File: src/rtl/huffman_tree_builder.sv
// rtl/huffman_tree_builder.sv - builds the 2-D canonical Huffman lookup tree in the decoder tree RAM
module huffman_tree_builder #(
  parameter int NUMCODES = 288,
  parameter int OUTWIDTH = 10,
  parameter int MAXLEN   = 15,
  localparam int AW = $clog2(2*NUMCODES),
  localparam int NW = $clog2(NUMCODES+1)
) (
  input  logic                rstn,
  input  logic                clk,
  input  logic                istart,
  input  logic [NW-1:0]       inum,
  input  logic                ien,
  input  logic [3:0]          ilen,
  output logic                obusy,
  output logic                odone,
  output logic                oerr,
  output logic                wen,
  output logic [AW-1:0]       waddr,
  output logic [OUTWIDTH-1:0] wdata,
  output logic [AW-1:0]       raddr,
  input  logic [OUTWIDTH-1:0] rdata
);

  localparam int TW = AW - 1;
  localparam logic [OUTWIDTH-1:0] UNSET   = '1;
  localparam logic [OUTWIDTH-1:0] NC_WORD = OUTWIDTH'(NUMCODES);
  localparam logic [AW-1:0]       CLR_END = AW'(2*NUMCODES);
  localparam logic [NW-1:0]       NF_MAX  = NW'(NUMCODES-2);

  typedef enum logic [2:0] {
    S_IDLE, S_LOAD, S_NEXTCODE, S_FETCH, S_RD, S_CHK, S_DONE
  } state_t;

  state_t              state_q;
  logic [NW-1:0]       inum_q, sym_q, nf_q;
  logic [AW-1:0]       clr_q;
  logic [3:0]          lcnt_q, bidx_q;
  logic [15:0]         code_q, c_q;
  logic [TW-1:0]       tpos_q;
  logic [NW-1:0]       bl_count_q [0:MAXLEN];
  logic [15:0]         next_code_q [0:MAXLEN];
  logic [3:0]          len_mem [0:NUMCODES-1];
  logic                obusy_q, odone_q, oerr_q;

  logic                clr_done, intake_done, last_bit;
  logic                rd_unset, rd_node, nf_full;
  logic [3:0]          cur_len;
  logic [AW-1:0]       cur_addr;
  logic [NW-1:0]       nf_inc;
  logic [OUTWIDTH-1:0] node_word, node_off;
  logic [NW-1:0]       bl_prev;
  logic [15:0]         nc_sum, nc_val;

  assign obusy = obusy_q;
  assign odone = odone_q;
  assign oerr  = oerr_q;

  // Shared decode of the current tree walk step and the next_code recurrence
  always_comb begin
    clr_done    = (clr_q == CLR_END);
    intake_done = (sym_q == inum_q);
    cur_len     = len_mem[sym_q];
    cur_addr    = {tpos_q, c_q[bidx_q]};
    last_bit    = (bidx_q == 4'd0);
    rd_unset    = (rdata == UNSET);
    rd_node     = (rdata >= NC_WORD);
    nf_full     = (nf_q >= NF_MAX);
    nf_inc      = nf_q + NW'(1);
    node_word   = NC_WORD + OUTWIDTH'(nf_inc);
    node_off    = rdata - NC_WORD;
    bl_prev     = (lcnt_q == 4'd1) ? '0 : bl_count_q[lcnt_q - 4'd1];
    nc_sum      = code_q + 16'(bl_prev);
    nc_val      = nc_sum << 1;
  end

  // Tree RAM ports: clear sweep during LOAD, single leaf/node write in CHK, read only in RD
  always_comb begin
    wen   = 1'b0;
    waddr = '0;
    wdata = '0;
    raddr = (state_q == S_RD) ? cur_addr : '0;
    if (state_q == S_LOAD && !clr_done) begin
      wen   = 1'b1;
      waddr = clr_q;
      wdata = UNSET;
    end else if (state_q == S_CHK) begin
      if (last_bit) begin
        if (rd_unset) begin
          wen   = 1'b1;
          waddr = cur_addr;
          wdata = OUTWIDTH'(sym_q);
        end
      end else if (rd_unset && !nf_full) begin
        wen   = 1'b1;
        waddr = cur_addr;
        wdata = node_word;
      end
    end
  end

  // Per-symbol code length store, written during intake
  always_ff @(posedge clk) begin
    if (state_q == S_LOAD && !istart && ien && !intake_done) begin
      len_mem[sym_q] <= ilen;
    end
  end

  // Build sequencer: LOAD -> NEXTCODE -> FETCH/RD/CHK per symbol -> DONE
  always_ff @(posedge clk or negedge rstn) begin
    if (!rstn) begin
      state_q <= S_IDLE;
      inum_q  <= '0;
      sym_q   <= '0;
      nf_q    <= '0;
      clr_q   <= '0;
      lcnt_q  <= '0;
      bidx_q  <= '0;
      code_q  <= '0;
      c_q     <= '0;
      tpos_q  <= '0;
      obusy_q <= 1'b0;
      odone_q <= 1'b0;
      oerr_q  <= 1'b0;
      for (int l = 0; l <= MAXLEN; l++) begin
        bl_count_q[l]  <= '0;
        next_code_q[l] <= '0;
      end
    end else if (istart) begin
      state_q <= S_LOAD;
      inum_q  <= inum;
      sym_q   <= '0;
      nf_q    <= '0;
      clr_q   <= '0;
      obusy_q <= 1'b1;
      odone_q <= 1'b0;
      oerr_q  <= 1'b0;
      for (int l = 0; l <= MAXLEN; l++) begin
        bl_count_q[l] <= '0;
      end
    end else begin
      case (state_q)
        S_IDLE: begin
          odone_q <= 1'b0;
        end
        S_LOAD: begin
          if (!clr_done) clr_q <= clr_q + AW'(1);
          if (ien && !intake_done) begin
            if (ilen != 4'd0) bl_count_q[ilen] <= bl_count_q[ilen] + NW'(1);
            sym_q <= sym_q + NW'(1);
          end
          if (clr_done && intake_done) begin
            state_q <= S_NEXTCODE;
            lcnt_q  <= 4'd1;
            code_q  <= '0;
            sym_q   <= '0;
          end
        end
        S_NEXTCODE: begin
          code_q              <= nc_val;
          next_code_q[lcnt_q] <= nc_val;
          lcnt_q              <= lcnt_q + 4'd1;
          if (lcnt_q == 4'(MAXLEN)) state_q <= S_FETCH;
        end
        S_FETCH: begin
          if (intake_done) begin
            state_q <= S_DONE;
            obusy_q <= 1'b0;
            odone_q <= 1'b1;
          end else if (cur_len == 4'd0) begin
            sym_q <= sym_q + NW'(1);
          end else begin
            c_q                  <= next_code_q[cur_len];
            next_code_q[cur_len] <= next_code_q[cur_len] + 16'd1;
            bidx_q               <= cur_len - 4'd1;
            tpos_q               <= '0;
            state_q              <= S_RD;
          end
        end
        S_RD: begin
          state_q <= S_CHK;
        end
        S_CHK: begin
          if (last_bit && rd_unset) begin
            sym_q   <= sym_q + NW'(1);
            state_q <= S_FETCH;
          end else if (!last_bit && rd_unset && !nf_full) begin
            nf_q    <= nf_inc;
            tpos_q  <= TW'(nf_inc);
            bidx_q  <= bidx_q - 4'd1;
            state_q <= S_RD;
          end else if (!last_bit && !rd_unset && rd_node) begin
            tpos_q  <= TW'(node_off);
            bidx_q  <= bidx_q - 4'd1;
            state_q <= S_RD;
          end else begin
            oerr_q  <= 1'b1;
            obusy_q <= 1'b0;
            odone_q <= 1'b1;
            state_q <= S_DONE;
          end
        end
        S_DONE: begin
          odone_q <= 1'b0;
          state_q <= S_IDLE;
        end
        default: state_q <= S_IDLE;
      endcase
    end
  end

endmodule
File: config.mk
export PLATFORM = sky130hd
export DESIGN_NAME = huffman_tree_builder
export DESIGN_NICKNAME = d
export VERILOG_FILES = /design/src/rtl/huffman_tree_builder.sv
export SDC_FILE = /design/constraint.sdc
export NUM_CORES = 2
export LEC_CHECK = 0
export BUFFER_PORTS_ARGS = -buffer_cell sky130_fd_sc_hd__buf_2
export CAP_MARGIN = 10
export CORE_ASPECT_RATIO = 0.5
export CORE_MARGIN = 1.5
export CORE_UTILIZATION = 60
export DETAILED_ROUTE_END_ITERATION = 10
export GPL_TIMING_DRIVEN = 0
export HOLD_SLACK_MARGIN = 0.02
export PLACE_DENSITY = 0.74
export SYNTH_ARGS = -nofsm -noshare
export SYNTH_HDL_FRONTEND = slang
export SYNTH_SLANG_ARGS = --single-unit
File: constraint.sdc
create_clock -name clk -period 9.9 [get_ports clk]
set_input_delay 0.99 -clock clk [delete_from_list [all_inputs] [get_ports clk]]
set_output_delay 0.99 -clock clk [all_outputs]
set_load 0.01 [all_outputs]
## Word level (Yosys, flattened, before mapping)

Memories as Yosys holds them, arrays and structs flattened.
Index checks and enable logic that the tools add are counted.

| storage, ports and cells | value |
|---|---|
| register bits after elaboration | 491 |
| RAM bits | 1,152 |
| input port bits | 27 |
| output and inout port bits | 34 |
| memories kept | 1 |

| cells by class | value |
|---|---|
| add/subtract/negate cells | 12 |
| $lt $le $gt $ge | 10 |
| equality and inequality tests | 32 |
| multiplexer cells | 99 |
| bitwise operators | 7 |
| reductions and logical operators | 49 |

Memory list:

| name | words | bits a word | rd ports | clocked after memory_dff | write ports | line | source |
|---|---|---|---|---|---|---|---|
| len_mem | 288 | 4 | 1 | 0 | 1 | 43 | `logic [3:0] len_mem [0:NUMCODES-1];` |

Operators by type and width:

| kind | number |
|---|---|
| 144-bit two-way mux | 4 |
| 256-bit bitwise mux | 2 |
| 256-bit two-way mux | 2 |
| 256-bit case mux with 2 select lines | 1 |
| 9-bit two-way mux | 22 |
| 144-bit bitwise mux | 1 |
| 10-bit two-way mux | 13 |
| 16-bit demux with 4-bit select | 2 |
| 9-bit binary-select mux with 4-bit select | 2 |
| 16-bit binary-select mux with 4-bit select | 1 |
| 16-bit two-way mux | 4 |
| 9-bit demux with 4-bit select | 1 |
| 15-bit case mux with 2 select lines | 1 |
| 9-bit by 1-bit adder with 9-bit output (second input constant) | 3 |
| 9-bit case mux with 3 select lines | 1 |
| 4-bit two-way mux | 6 |
| 3-bit inequality test (second input constant) | 7 |
| 10-bit equality test (second input constant) | 2 |
| 5-bit >= comparator (second input constant) | 4 |
| 1-bit two-way mux | 20 |
| 4-bit inverter with 5-bit output | 4 |
| 3-bit two-way mux | 6 |
| 3-bit case mux with 6 select lines | 1 |
| 9-bit case mux with 2 select lines | 1 |
| 43 further kinds | 98 |

## Longest topological paths before layout

| depth | value |
|---|---|
| word-level depth | 10 |
| depth in mapped cells | 31 |

## Worst setup path before layout

Ideal clock, no wire load.

| timing | value |
|---|---|
| path type | register -> register |
| start | reg lcnt_q[0] |
| end | reg next_code_q[30] in the netlist's numbering |
| setup time | 0.147 ns |
| arrival time | 6.920 ns |
| required time | 9.753 ns |
| setup slack | 2.833 ns |
| stages on the path, launching flop included | 25 |
| path buffers | 8 |
| period minus slack after synthesis | 7.067 ns |
| path through | dfrtp_1 > clkbuf_1 > clkbuf_1 > clkbuf_1 > clkbuf_1 > inv_1 > ha_1 > clkbuf_1 > clkbuf_1 > clkbuf_1 > mux4_2 > mux2i_1 > a211oi_1 > ha_1 > fa_1 > a21o_1 > a21oi_1 > o21bai_1 > a21oi_1 > o21bai_1 > a21oi_1 > nor3b_1 > xnor2_1 > clkbuf_1 > o221ai_1 |

| on the way | value |
|---|---|
| word-level cells in the longest chain between the ends | 9 |
| elaborated cells between the ends (all ways) | 16 |
| those cells by class | 2 x add/sub; 2 x order compare; 1 x eq/ne; 8 x mux; 2 x bitwise; 1 x reduce/logical |

Ends and longest elaborated chain:

| element | line | source |
|---|---|---|
| from (decl) | 38 | `logic [3:0] lcnt_q, bidx_q;` |
| from (signal assigned) | 162 | `lcnt_q <= lcnt_q + 4'd1;` |
| 4-bit by 1-bit subtractor with 4-bit output | 72 | `bl_prev = (lcnt_q == 4'd1) ? '0 : bl_count_q[lcnt_q - 4'd1];` |
| 4-bit inverter with 5-bit output (not written as such) | 72 |  |
| 9-bit binary-select mux with 4-bit select | 72 |  |
| 9-bit two-way mux (not written as such) (2 in a row) | 72 |  |
| 9-bit two-way mux | 72 |  |
| 15-bit by 9-bit adder with 15-bit output | 73 | `nc_sum = code_q + 16'(bl_prev);` |
| 256-bit bitwise mux * | 161 | `next_code_q[lcnt_q] <= nc_val;` |
| 256-bit case mux with 2 select lines * | 142 | `case (state_q)` |
| to (signal, indexed assignment) | 161 |  |
| to (signal, indexed assignment) | 174 | `next_code_q[cur_len] <= next_code_q[cur_len] + 16'd1;` |
| to (decl) | 42 | `logic [15:0] next_code_q [0:MAXLEN];` |

Mark *: on every way between the ends. The rest lies on a longest branch, timed or not. The select of a mux whose other input is x is not followed.
A chain may end at the register's enable or synchronous reset.

## Final worst setup path

| timing | value |
|---|---|
| start | reg sym_q[1] |
| end | reg next_code_q[60] in the netlist's numbering |

| on the way | value |
|---|---|
| word-level cells in the longest chain between the ends | 10 |
| elaborated cells between the ends (all ways) | 20 |
| those cells by class | 1 x add/sub; 2 x order compare; 3 x eq/ne; 9 x mux; 1 x bitwise; 3 x reduce/logical; 1 x memory |

Ends and longest elaborated chain:

| element | line | source |
|---|---|---|
| from (decl) | 36 | `logic [NW-1:0] inum_q, sym_q, nf_q;` |
| from (signal assigned) | 150 | `sym_q <= sym_q + NW'(1);` |
| from (signal assigned) | 171 | `sym_q <= sym_q + NW'(1);` |
| from (signal assigned) | 185 | `sym_q <= sym_q + NW'(1);` |
| memory read 288 x 4 bit | - |  |
| 4-bit inverter with 5-bit output (not written as such) | 174 |  |
| 16-bit binary-select mux with 4-bit select, or another cell as far along | 174 |  |
| 16-bit two-way mux (not written as such) / 1-bit logical AND (equally long branches) | 174 |  |
| 16-bit two-way mux (not written as such) | 174 |  |
| 16-bit by 1-bit adder with 16-bit output / 16-bit demux with 4-bit select (equally long branches) | 174 |  |
| 256-bit bitwise mux | 174 |  |
| 256-bit two-way mux | 170 | `end else if (cur_len == 4'd0) begin` |
| 256-bit two-way mux | 166 | `if (intake_done) begin` |
| 256-bit case mux with 2 select lines | 142 |  |

Several ways; a longest one is shown, not always the timed one. The select of a mux whose other input is x is not followed.

==> impl_metrics.yaml <==
detailed_routing:
  drt_iter0_drc: 9832
  wl_per_cell_um: 37.2
  routed_wl_um: 262000
  via_per_inst: 7.41
  ant_nets: 0
  drc: 0
  dr.pass1.iters: 10
  vias: 52300
global_route:
  grt_max_degree: 169
  globalRouteTotalUtil_pct: 42.7
  grt_pass1_wl_um: 370000
  overflow: 0
  grt_pass1_vias: 50200
  antenna_found_initial: 7
critical_path:
  cp-end-kind: "flop"
  arrival_ns: 10.80
  worstPathBufferInverterCount: 12
  critPathKind: "flop to flop"
  slowest_stage: "a31oi_1"
  crit_family: "buffers and inverters"
  max_stage_delay_ns: 1.14
  crit_top_cell: "buf_2"
  critPathLaunchType: "flop"
  cp.required_ns: 10.58
  critPathMaxFanout: 11
  path_cells: "buf_2 > buf_2 > buf_1 > inv_2 > buf_1 > mux2i_1 > a22oi_1 > nand3_1 > a31o_2 > nand3_2 > buf_6 > buf_6 > buf_4 > buf_2 > buf_2 > buf_1 > nor3_1 > a31oi_1 > clkbuf_1 > a22oi_1 > o21ai_0"
placement:
  gp_congestion: 1.01
  pre_cts_ws_ns: -0.732
  portBuffers: 60
  placedCellCount: 6795
  dp_hpwl_um: 177000
sta:
  timing.final.crit_share_pct: 102
  fmax_ghz: 0.0989
  slew_violations: 3
  hold_violations: 0
  tightest_slew_ns: 1.50
  grt_setup_unrepaired: "no"
  hold_ws_ns: 0.201
  finalWorstPathRequiredPeriod_ns: 10.12
  setup_viol: 68
  relSlewSlack_pct: -1.56
  tns_ns: -6.69
  finClkSkew_ns: 0.0446
  final.setup.worst_slack_ns: -0.216
clocking:
  cts_sinks: 1642
  numCtsBuffers: 141
  cts_root_buf: "clkbuf_16"
  post_cts_buffers: 0
  clock_path_buffers: 3
  clk_pin_slew_ns: 0.07
  cts-htree-levels: 4
  clock_latency_ns: 0.81
  tritoncts: "built"
synthesis:
  yosysSeqAreaShare_pct: 64.6
  synth-edff-count: 1152
  synth_ff_type: "edfxtp_1"
  avgSynthCellArea_sq_um: 14.2
  synth_area_sq_um: 72600
  syn_inst: 5113
  ys_types: 93
  synthesis.nets: 5167
  async_reset_ff_share_pct: 29.8
  yosys_warnings: 0
  ys_ff_latch: 1642
die:
  dieArea_sq_um: 123000
  coreArea_sq_um: 119000
  start_util_pct: 61.0
  pin_count: 61
  die_w_um: 495
  rows: 89
  die_h_um: 249
layout:
  multi_input_area_sq_um: 23900
  final_util_pct: 67.3
  final_cells: 7060
  nets: 5404
  drive_gt1_share_pct: 14.4
  seqCellArea_sq_um: 46900
  syn_to_final_growth_pct: 10.3
  fill_cells: 8258
power_and_ir_drop:
  vdd_drop_max_mv: 0.230
  p_leak_uw: 0.0277
  powerDensity_nw_per_um2: 286
flow_run:
  maxCapViolCount: 2
run_status:
  outcome: "complete, but fails checks"
  violations: "capacitance limit, slew limit, setup timing"
hold_path:
  hold_class: "input pin to asynchronous set/reset pin"
## cells in the final DEF, fill, tap and decap left out, drive strengths merged, types with 29 or more instances in the layout
cell | synthesis | routed
xor2 | 40 | 40
nor3 | 48 | 48
a31oi | 30 | 30
clkbuf | 253 | 445
mux2 | 49 | 49
nor2 | 554 | 554
xnor2 | 34 | 34
inv | 31 | 38
clkinv | 2 | 45
nor2b | 40 | 40
dfrtp | 490 | 490
a22oi | 225 | 225
o21ai | 214 | 214
mux2i | 318 | 318
o221ai | 85 | 85
nand2 | 442 | 442
edfxtp | 1152 | 1152
nand3 | 95 | 95
a21oi | 114 | 114
a211oi | 125 | 125
buf | 119 | 211
mux4 | 284 | 284
and3 | 29 | 29
## synthesized netlist by cell type (46+ instances only)
cell type | instances | area (sq um)
nand3_1 | 94 | 470
o221ai_1 | 81 | 709
mux2i_1 | 318 | 3180
edfxtp_1 | 1152 | 34600
nand2_1 | 442 | 1660
a211oi_1 | 125 | 938
clkbuf_1 | 252 | 946
a22oi_1 | 225 | 1690
dfrtp_1 | 490 | 12300
nor3_1 | 46 | 230
o21ai_0 | 205 | 1030
a21oi_1 | 114 | 571
mux4_2 | 284 | 6400
mux2_2 | 49 | 552
nor2_1 | 551 | 2070
## through the flow
stage	cell area, sq um	power [uW]
2_1_floorplan	72600	13000
3_3_place_gp	74900	16700
3_5_place_dp	75500	16800
4_1_cts	79900	22200
5_1_grt	80000	23200
6_report	80000	22900
## registers in the layout (all words and copies together) (netlist names)
register     flops
sym_q            9
oerr             1
len_mem       1152
state_q          3
lcnt_q           4
c_q             16
clr_q           10
nf_q             9
tpos_q           9
bl_count_q     144
obusy            1
next_code_q    256
odone            1
code_q          14
bidx_q           4
inum_q           9
## worst paths after layout
check                                       startpoint                            to  cells after the start  slack, ns
max in group asynchronous                         rstn  next_code_q[175]$_DFFE_PN0P_                      3       8.11
min reg2reg                next_code_q[48]$_DFFE_PN0P_   next_code_q[48]$_DFFE_PN0P_                      2       0.48
max reg2reg                       sym_q[1]$_DFFE_PN0P_   next_code_q[60]$_DFFE_PN0P_                     21      -0.22
max                               sym_q[1]$_DFFE_PN0P_   next_code_q[60]$_DFFE_PN0P_                     21      -0.22
min in group clk                               inum[3]         inum_q[3]$_DFFE_PN0P_                      2       0.45
min                                               rstn   next_code_q[28]$_DFFE_PN0P_                      1       0.20
## per-layer routing
layer,vias to the layer above,GRT usage (%),routed length [um]
met5,-,0.734,170
met4,11,19.4,14900
met3,954,18.3,43800
met2,4871,59.8,110000
met1,26200,57.9,93400
li1,20300,-,-
## cells by family (layout without fill, tap and decap cells)
logic type | after synthesis | count (layout) | share of synthesized area, %
buffers and inverters | 405 | 748 | 2.63
adders and majority gates | 27 | 27 | 0.476
muxes | 651 | 651 | 14.0
other | 0 | 12 | 0
DFF | 1642 | 1642 | 64.6
xor gates and xnor gates | 74 | 74 | 0.903
and+or+nand+nor | 1307 | 1307 | 7.78
AOI/OAI and AO/OA | 1007 | 1007 | 9.69
## worst reg2reg max path: cells and delay by family, from the launching register on
kind | cells | cell delay [ns]
buf+inv | 12 | 6.23
compound gates | 5 | 2.16
simple gates | 3 | 0.82
flops | 1 | 0.42
mux | 1 | 0.34
## where the power goes
part	total (uW)	leakage [uW]	internal [uW]	switching, uW
Sequential	8160	0.0170	7820	341
Combinational	9170	0.00859	2580	6590
Clock	5520	0.00213	2880	2640
## layout make-up
type | count | area share [%]
clock buffer | 190 | 4.79
tap | 1592 | 2.49
inverter | 33 | 0.158
multi-input combinational | 3066 | 29.9
antenna | 12 | 0.0375
clock inverter | 59 | 0.677
timing repair buffer | 96 | 1.17
buffer | 370 | 2.26
sequential | 1642 | 58.5
## repair_timing
| item | 4_1_cts | 5_1_grt |
|---|---|---|
| setup endpoints to repair | 156 | 149 |
| gates resized for setup | 9 | 31 |
| hold buffers | 0 | 0 |
| gates cloned | 0 | 0 |
| hold endpoints to repair | 0 | 0 |
Power figures use the tool's default switching activity.
